[src/rtl/datapath_pkg.sv]
// Shared definitions for the multi-cycle datapath:
// ALU opcodes, FSM state encoding and default widths.
package datapath_pkg;

    localparam int DEF_XLEN = 32;
    localparam int DEF_NREG = 32;

    localparam logic [3:0] ALU_AND = 4'd0;
    localparam logic [3:0] ALU_OR  = 4'd1;
    localparam logic [3:0] ALU_ADD = 4'd2;
    localparam logic [3:0] ALU_XOR = 4'd4;
    localparam logic [3:0] ALU_SUB = 4'd6;
    localparam logic [3:0] ALU_SLT = 4'd7;
    localparam logic [3:0] ALU_SLL = 4'd8;
    localparam logic [3:0] ALU_SRL = 4'd9;

    typedef enum logic [1:0] {
        S_IDLE,
        S_EXEC,
        S_MEM,
        S_WB
    } state_t;

endpackage

[src/rtl/datapath_mc_if.sv]
// Memory request/acknowledge bus between the
// datapath (master) and the memory (slave).
interface datapath_mc_if
    import datapath_pkg::*;
#(
    parameter int XLEN = DEF_XLEN
);

    logic [XLEN-1:0] mem_addr_o;
    logic [XLEN-1:0] mem_wdata_o;
    logic            mem_re_o;
    logic            mem_we_o;
    logic [XLEN-1:0] mem_rdata_i;
    logic            mem_ack_i;

    modport master (
        output mem_addr_o,
        output mem_wdata_o,
        output mem_re_o,
        output mem_we_o,
        input  mem_rdata_i,
        input  mem_ack_i
    );

    modport slave (
        input  mem_addr_o,
        input  mem_wdata_o,
        input  mem_re_o,
        input  mem_we_o,
        output mem_rdata_i,
        output mem_ack_i
    );

endinterface

[src/rtl/datapath_mc_reg_file.sv]
// Register file: two combinational read ports,
// one synchronous write port, cleared on reset.
module reg_file_p
    import datapath_pkg::*;
#(
    parameter int XLEN     = DEF_XLEN,
    parameter int NREG     = DEF_NREG,
    parameter int ZERO_REG = 1,
    localparam int RAW     = $clog2(NREG)
) (
    input  logic            clk_i,
    input  logic            rst_i,
    input  logic [RAW-1:0]  ra1_i,
    input  logic [RAW-1:0]  ra2_i,
    input  logic [RAW-1:0]  wa_i,
    input  logic            we_i,
    input  logic [XLEN-1:0] wd_i,
    output logic [XLEN-1:0] rd1_o,
    output logic [XLEN-1:0] rd2_o
);

    logic [XLEN-1:0] regs_q [NREG];
    logic            wr_ok;

    assign wr_ok = we_i && !((ZERO_REG != 0) && (wa_i == '0));

    // Storage: clear on reset, write one register per cycle.
    always_ff @(posedge clk_i or posedge rst_i) begin
        if (rst_i) begin
            for (int i = 0; i < NREG; i++) begin
                regs_q[i] <= '0;
            end
        end else if (wr_ok) begin
            regs_q[wa_i] <= wd_i;
        end
    end

    assign rd1_o = ((ZERO_REG != 0) && (ra1_i == '0)) ? '0 : regs_q[ra1_i];
    assign rd2_o = ((ZERO_REG != 0) && (ra2_i == '0)) ? '0 : regs_q[ra2_i];

endmodule

[src/rtl/datapath_mc.sv]
// Multi-cycle datapath: IDLE -> EXEC -> (MEM) -> WB,
// with held memory handshake and ack timeout.
module datapath_mc
    import datapath_pkg::*;
#(
    parameter int XLEN        = DEF_XLEN,
    parameter int NREG        = DEF_NREG,
    parameter int ACK_TIMEOUT = 16,
    parameter int ZERO_REG    = 1,
    localparam int RAW        = $clog2(NREG)
) (
    input  logic            clock,
    input  logic            reset,
    input  logic            start_i,
    input  logic [RAW-1:0]  read_reg_num1,
    input  logic [RAW-1:0]  read_reg_num2,
    input  logic [RAW-1:0]  write_reg,
    input  logic [3:0]      alu_control,
    input  logic            regwrite,
    input  logic            alu_src_b_i,
    input  logic [XLEN-1:0] immediate_value_i,
    input  logic            mem_read_i,
    input  logic            mem_write_i,
    input  logic            mem_to_reg_i,
    datapath_mc_if.master   mem,
    output logic            zero_flag,
    output logic            busy_o,
    output logic            done_o,
    output logic            err_o
);

    localparam int SW = $clog2(XLEN);
    localparam int CW = $clog2(ACK_TIMEOUT + 1);
    localparam logic [CW-1:0] TO_LAST = CW'(ACK_TIMEOUT - 1);

    state_t          state_q;
    logic [RAW-1:0]  rs1_q;
    logic [RAW-1:0]  rs2_q;
    logic [RAW-1:0]  rd_q;
    logic [3:0]      op_q;
    logic            rw_q;
    logic            bsel_q;
    logic [XLEN-1:0] imm_q;
    logic            mr_q;
    logic            mw_q;
    logic            m2r_q;
    logic [XLEN-1:0] alu_q;
    logic [XLEN-1:0] wdata_q;
    logic [XLEN-1:0] ld_q;
    logic            zero_q;
    logic            re_q;
    logic            we_q;
    logic            done_q;
    logic            err_q;
    logic [CW-1:0]   cnt_q;

    logic [XLEN-1:0] rd1;
    logic [XLEN-1:0] rd2;
    logic [XLEN-1:0] op_b;
    logic [XLEN-1:0] alu_d;
    logic            rf_we;
    logic [XLEN-1:0] rf_wd;

    assign rf_we = (state_q == S_WB) && rw_q && !err_q;
    assign rf_wd = m2r_q ? ld_q : alu_q;

    reg_file_p #(
        .XLEN     (XLEN),
        .NREG     (NREG),
        .ZERO_REG (ZERO_REG)
    ) u_rf (
        .clk_i (clock),
        .rst_i (reset),
        .ra1_i (rs1_q),
        .ra2_i (rs2_q),
        .wa_i  (rd_q),
        .we_i  (rf_we),
        .wd_i  (rf_wd),
        .rd1_o (rd1),
        .rd2_o (rd2)
    );

    assign op_b = bsel_q ? imm_q : rd2;

    // ALU on the latched command; unknown opcodes give zero.
    always_comb begin
        alu_d = '0;
        case (op_q)
            ALU_AND: alu_d = rd1 & op_b;
            ALU_OR:  alu_d = rd1 | op_b;
            ALU_ADD: alu_d = rd1 + op_b;
            ALU_XOR: alu_d = rd1 ^ op_b;
            ALU_SUB: alu_d = rd1 - op_b;
            ALU_SLT: alu_d = {{(XLEN-1){1'b0}},
                              ($signed(rd1) < $signed(op_b))};
            ALU_SLL: alu_d = rd1 << op_b[SW-1:0];
            ALU_SRL: alu_d = rd1 >> op_b[SW-1:0];
            default: alu_d = '0;
        endcase
    end

    // Sequencer with registered status and memory request outputs.
    always_ff @(posedge clock or posedge reset) begin
        if (reset) begin
            state_q <= S_IDLE;
            rs1_q   <= '0;
            rs2_q   <= '0;
            rd_q    <= '0;
            op_q    <= '0;
            rw_q    <= 1'b0;
            bsel_q  <= 1'b0;
            imm_q   <= '0;
            mr_q    <= 1'b0;
            mw_q    <= 1'b0;
            m2r_q   <= 1'b0;
            alu_q   <= '0;
            wdata_q <= '0;
            ld_q    <= '0;
            zero_q  <= 1'b0;
            re_q    <= 1'b0;
            we_q    <= 1'b0;
            done_q  <= 1'b0;
            err_q   <= 1'b0;
            cnt_q   <= '0;
        end else begin
            done_q <= 1'b0;
            err_q  <= 1'b0;
            unique case (state_q)
                S_IDLE: begin
                    if (start_i) begin
                        rs1_q   <= read_reg_num1;
                        rs2_q   <= read_reg_num2;
                        rd_q    <= write_reg;
                        op_q    <= alu_control;
                        rw_q    <= regwrite;
                        bsel_q  <= alu_src_b_i;
                        imm_q   <= immediate_value_i;
                        mr_q    <= mem_read_i;
                        mw_q    <= mem_write_i;
                        m2r_q   <= mem_to_reg_i;
                        state_q <= S_EXEC;
                    end
                end
                S_EXEC: begin
                    alu_q   <= alu_d;
                    wdata_q <= rd2;
                    zero_q  <= (alu_d == '0);
                    if (mr_q && mw_q) begin
                        done_q  <= 1'b1;
                        err_q   <= 1'b1;
                        state_q <= S_WB;
                    end else if (mr_q || mw_q) begin
                        cnt_q   <= '0;
                        re_q    <= mr_q;
                        we_q    <= mw_q;
                        state_q <= S_MEM;
                    end else begin
                        done_q  <= 1'b1;
                        state_q <= S_WB;
                    end
                end
                S_MEM: begin
                    if (mem.mem_ack_i) begin
                        if (mr_q) begin
                            ld_q <= mem.mem_rdata_i;
                        end
                        re_q    <= 1'b0;
                        we_q    <= 1'b0;
                        done_q  <= 1'b1;
                        state_q <= S_WB;
                    end else if (cnt_q == TO_LAST) begin
                        re_q    <= 1'b0;
                        we_q    <= 1'b0;
                        done_q  <= 1'b1;
                        err_q   <= 1'b1;
                        state_q <= S_WB;
                    end else begin
                        cnt_q <= cnt_q + 1'b1;
                    end
                end
                S_WB: begin
                    state_q <= S_IDLE;
                end
                default: begin
                    state_q <= S_IDLE;
                end
            endcase
        end
    end

    assign mem.mem_addr_o  = alu_q;
    assign mem.mem_wdata_o = wdata_q;
    assign mem.mem_re_o    = re_q;
    assign mem.mem_we_o    = we_q;
    assign zero_flag       = zero_q;
    assign busy_o          = (state_q != S_IDLE);
    assign done_o          = done_q;
    assign err_o           = err_q;

endmodule

[src/flat_wrapper.sv]
// flat-port wrapper written by rule: the top's interface ports become plain ports
module datapath_mc_flat import datapath_pkg::*;
#(
    parameter int XLEN        = DEF_XLEN,
    parameter int NREG        = DEF_NREG,
    parameter int ACK_TIMEOUT = 16,
    parameter int ZERO_REG    = 1,
    localparam int RAW        = $clog2(NREG)
)
  (clock, reset, start_i, read_reg_num1, read_reg_num2, write_reg, alu_control, regwrite, alu_src_b_i, immediate_value_i, mem_read_i, mem_write_i, mem_to_reg_i, zero_flag, busy_o, done_o, err_o, mem_mem_addr_o, mem_mem_wdata_o, mem_mem_re_o, mem_mem_we_o, mem_mem_rdata_i, mem_mem_ack_i);
  datapath_mc_if #(.XLEN(XLEN)) mem_i ();
  input  logic clock;
  input  logic reset;
  input  logic start_i;
  input  logic [RAW-1:0] read_reg_num1;
  input  logic [RAW-1:0] read_reg_num2;
  input  logic [RAW-1:0] write_reg;
  input  logic [3:0] alu_control;
  input  logic regwrite;
  input  logic alu_src_b_i;
  input  logic [XLEN-1:0] immediate_value_i;
  input  logic mem_read_i;
  input  logic mem_write_i;
  input  logic mem_to_reg_i;
  output logic zero_flag;
  output logic busy_o;
  output logic done_o;
  output logic err_o;
  output wire logic [$bits(mem_i.mem_addr_o)-1:0] mem_mem_addr_o;
  output wire logic [$bits(mem_i.mem_wdata_o)-1:0] mem_mem_wdata_o;
  output wire logic [$bits(mem_i.mem_re_o)-1:0] mem_mem_re_o;
  output wire logic [$bits(mem_i.mem_we_o)-1:0] mem_mem_we_o;
  input wire logic [$bits(mem_i.mem_rdata_i)-1:0] mem_mem_rdata_i;
  input wire logic [$bits(mem_i.mem_ack_i)-1:0] mem_mem_ack_i;
  assign mem_mem_addr_o = mem_i.mem_addr_o;
  assign mem_mem_wdata_o = mem_i.mem_wdata_o;
  assign mem_mem_re_o = mem_i.mem_re_o;
  assign mem_mem_we_o = mem_i.mem_we_o;
  assign mem_i.mem_rdata_i = mem_mem_rdata_i;
  assign mem_i.mem_ack_i = mem_mem_ack_i;
  datapath_mc #(.XLEN(XLEN), .NREG(NREG), .ACK_TIMEOUT(ACK_TIMEOUT), .ZERO_REG(ZERO_REG)) u_core (.clock(clock), .reset(reset), .start_i(start_i), .read_reg_num1(read_reg_num1), .read_reg_num2(read_reg_num2), .write_reg(write_reg), .alu_control(alu_control), .regwrite(regwrite), .alu_src_b_i(alu_src_b_i), .immediate_value_i(immediate_value_i), .mem_read_i(mem_read_i), .mem_write_i(mem_write_i), .mem_to_reg_i(mem_to_reg_i), .mem(mem_i), .zero_flag(zero_flag), .busy_o(busy_o), .done_o(done_o), .err_o(err_o));
endmodule
[config.mk]
export PLATFORM = sky130hd
export DESIGN_NAME = datapath_mc_flat
export DESIGN_NICKNAME = d
export VERILOG_FILES = /design/src/rtl/datapath_pkg.sv /design/src/rtl/datapath_mc_if.sv /design/src/rtl/datapath_mc_reg_file.sv /design/src/rtl/datapath_mc.sv /design/src/flat_wrapper.sv
export SDC_FILE = /design/constraint.sdc
export NUM_CORES = 2
export LEC_CHECK = 0
export CAP_MARGIN = 20
export CORE_MARGIN = 3
export CORE_UTILIZATION = 47
export CTS_BUF_LIST = sky130_fd_sc_hd__clkbuf_4 sky130_fd_sc_hd__clkbuf_8
export DETAILED_ROUTE_END_ITERATION = 7
export SYNTH_ARGS = -nofsm -noshare
export SYNTH_HDL_FRONTEND = slang
export SYNTH_SLANG_ARGS = --single-unit
[constraint.sdc]
create_clock -name clock -period 56.3 [get_ports clock]
set_clock_uncertainty 0.05 [all_clocks]
set_input_delay 8.445 -clock clock [delete_from_list [all_inputs] [get_ports clock]]
set_output_delay 8.445 -clock clock [all_outputs]
set_load 0.03 [all_outputs]
==> metrics.md <==
| Metric | Value |
|---|---|
| Async set-or-reset flop fraction in the synthesized netlist | 1.00 |
| Htree depth | 4 |
| CTS Buffer Depth | 3 |
| Worst skew pair latency | 0.96 ns |
| Area growth, synth to finish | 11.6% |
| Ys flop type | dfrtp_1 |
| R2R depth | 22 |
| PostCTS Resize Cnt | 0 |
| # setup viols final | 0 |
| Synthesized net count | 7013 |
| Final hold violation count | 0 |
| Data required, critical path | 57.20 ns |
| Hold Crit Class | register to register |
| DRT Wirelength | 271 mm |
| CTS tree | built |
| Row count | 139 |
| Most frequent cells in the layout | dfrtp_1 (1179), nand2_1 (706), a21oi_1 (694) |
| Clk pin slew, worst setup/hold paths | 0.06 ns |
| Synthesis Warnings | 0 |
| Die Ht | 387 um |
| First-pass GRT wire length | 394 mm |
| Vias in the first global route | 55600 |
| Root buf cell | clkbuf_8 |
| CTS buffer count | 203 |
| Initial antenna violation count | 8 |
| CP Capture Type | async pin |
| Reg2Reg Setup Slack | 45.92 ns |
| Largest net degree at the start of global routing | 179 |
| Max Fclk | 78.0 MHz |
| DRC Markers | 0 |
| Starting Density | 0.475 |
| Final Cycle Share | 0.228 |
| Synthesized netlist cell count | 6813 |
| Buffer count from post-CTS setup fixing | 0 |
| Setup TNS Final | 0 ns |
| Setup crit start | reset |
| Overflow after GRT | 0 |
| CP endpoint | u_core.u_rf.regs_q[1014] |
| DR vias | 57700 |
| Outcome | complete, no violations |
| Inst Count DP | 8418 |
| Share of cells above drive strength 1 | 0.178 |
| Least-Margin Pin Slew | 1.31 ns |
| Core Region | 0.144 sq mm |
| Sequential area share after synthesis | 0.435 |
| CP Launch Type | input port |
| Reg2reg start | u_core.rs1_q[1] |
| Fin nets | 6924 |
| Worst Path Class, Setup | input port to async pin |
| Max-Slew Margin vs Limit | 0.129 |
| Fin cells | 8795 |
| Antenna-violating nets left | 0 |
| DRT iter0 DRCs | 7525 |
| Max-slew violation count | 0 |
| Sink Count | 1188 |
| Syn_area_per_cell | 10.0 sq um |
| DP Wirelength | 173 mm |
| Max cap viols | 0 |
| Area after DPL | 0.0717 sq mm |
| Die ar. | 0.150 sq mm |
| Period minus WS final | 12.83 ns |
| Worst-path fanout max | 178 |
| Worst EP arrival | 13.73 ns |
| Synth unique cells | 104 |
| Gpl congestion | 1.02 |
| Commonest non-fill, non-tap cell in the layout | dfrtp_1 |
| Ports | 162 |
| Die Width | 387 um |
| Wire length per cell | 30.8 um |
| #FFs+latches synth | 1188 |
| Post-synth EDFFs | 0 |
| Finished Cell Area | 0.0763 sq mm |
| RSZ-0062 raised after global routing | false |
| Post-Syn Area | 0.0684 sq mm |
| Reg2reg end | u_core.zero_flag |
| Total Routing Usage GR | 0.355 |
| IO buf count | 161 |
| Vias/cell | 6.56 |
| Post-CTS Hold Buffers | 0 |
| Drt pass-1 iters | 6 |
[worst min-delay path by stage]
stage,start,end,slack [ns],cells after the start
after detailed placement,u_core.u_rf.regs_q[996],u_core.u_rf.regs_q[996],0.33,0
after global routing,u_core.u_rf.regs_q[995],u_core.u_rf.regs_q[995],0.36,0
after floorplan,u_core.u_rf.regs_q[996],u_core.u_rf.regs_q[996],0.39,1
after global placement,u_core.u_rf.regs_q[997],u_core.u_rf.regs_q[997],0.33,0
after CTS,u_core.u_rf.regs_q[996],u_core.u_rf.regs_q[996],0.35,0
final,u_core.u_rf.regs_q[998],u_core.u_rf.regs_q[998],0.35,0
[cells in the mapped netlist, types with 12 or more instances]
cell type  instances  area share
a21oi_1          694       0.051
mux4_2           352        0.12
o211ai_1          51      0.0056
nor3_1            47      0.0034
o21ai_0          629       0.046
ha_1             106       0.019
a22o_1            16      0.0020
a22oi_1          210       0.023
mux2i_1          539       0.079
o22ai_1           53      0.0048
o31ai_1           35      0.0038
and2_1            16      0.0015
inv_1            108      0.0059
buf_6             17      0.0028
nand3_1           69      0.0051
or2_2             12      0.0011
nand2b_1          20      0.0018
buf_1             49      0.0027
o21a_1            16      0.0018
o2bb2ai_1         14      0.0018
dfrtp_1         1188        0.43
nand4_1           18      0.0016
clkbuf_1         484       0.027
nor2b_1           24      0.0022
a211oi_1          23      0.0025
nor2_1           705       0.039
nor4_1            41      0.0038
nand2_1          722       0.040
o221ai_1          35      0.0045
mux2_2           158       0.026
buf_4             20      0.0022
o21bai_1          16      0.0018
a31oi_1           20      0.0018
buf_2             78      0.0057
a221oi_1          24      0.0031
[per-stage QoR]
stage | util | setup slack [ns] | hold WS, ns
floorplan | - | 14.34 | 0.388
global placement | 0.497 | 42.13 | 0.331
detailed placement | 0.498 | 42.12 | 0.333
CTS | 0.530 | 43.15 | 0.345
global route | 0.530 | 42.80 | 0.362
finish | 0.530 | 43.47 | 0.351
[cell families after synthesis]
kind of cell,share of synthesized area
muxes,0.222
and+or+nand+nor,0.105
buffers and inverters,0.0468
DFF,0.435
adders and majority gates,0.0200
AOI/OAI and AO/OA,0.170
xor gates and xnor gates,0.00115
[sequential cells by signal, summed over array words and instances (netlist names), 2 cells and up]
register / flops
u_core.rd_q: 5
u_core.op_q: 4
u_core.u_rf.regs_q: 1024
u_core.rs2_q: 5
u_core.ld_q: 32
u_core.state_q: 2
u_core.imm_q: 32
u_core.rs1_q: 5
u_core.mem.mem_wdata_o: 32
u_core.cnt_q: 5
u_core.mem.mem_addr_o: 32
[worst max-delay path, cell delays in order]
cell	delay, ns
clkdlybuf4s50_1	0.52
inv_8	0.47
buf_12	0.66
buf_4	0.74
buf_12	0.60
buf_4	0.89
buf_4	0.85
[layer usage]
metal  track usage  vias up  part of all wire
li1              -    24700                 -
met4         0.153        4             0.047
met5             0        -           0.00013
met2         0.534     3184              0.44
met3        0.0846      650             0.099
met1         0.493    29200              0.41
[cell type report]
type	count	area [sq um]
Fill cell	13100	67700
Clock buffer	328	4170
Tap cell	1903	2380
Timing Repair Buffer	355	3190
Multi-Input combinational cell	4859	36000
Inverter	117	452
Clock inverter	41	405
Sequential cell	1188	29800
Antenna cell	4	10.0
Power is left out: the tool's default activity adds up to more than one toggle a clock period on the data nets, which glitch-free logic cannot reach.
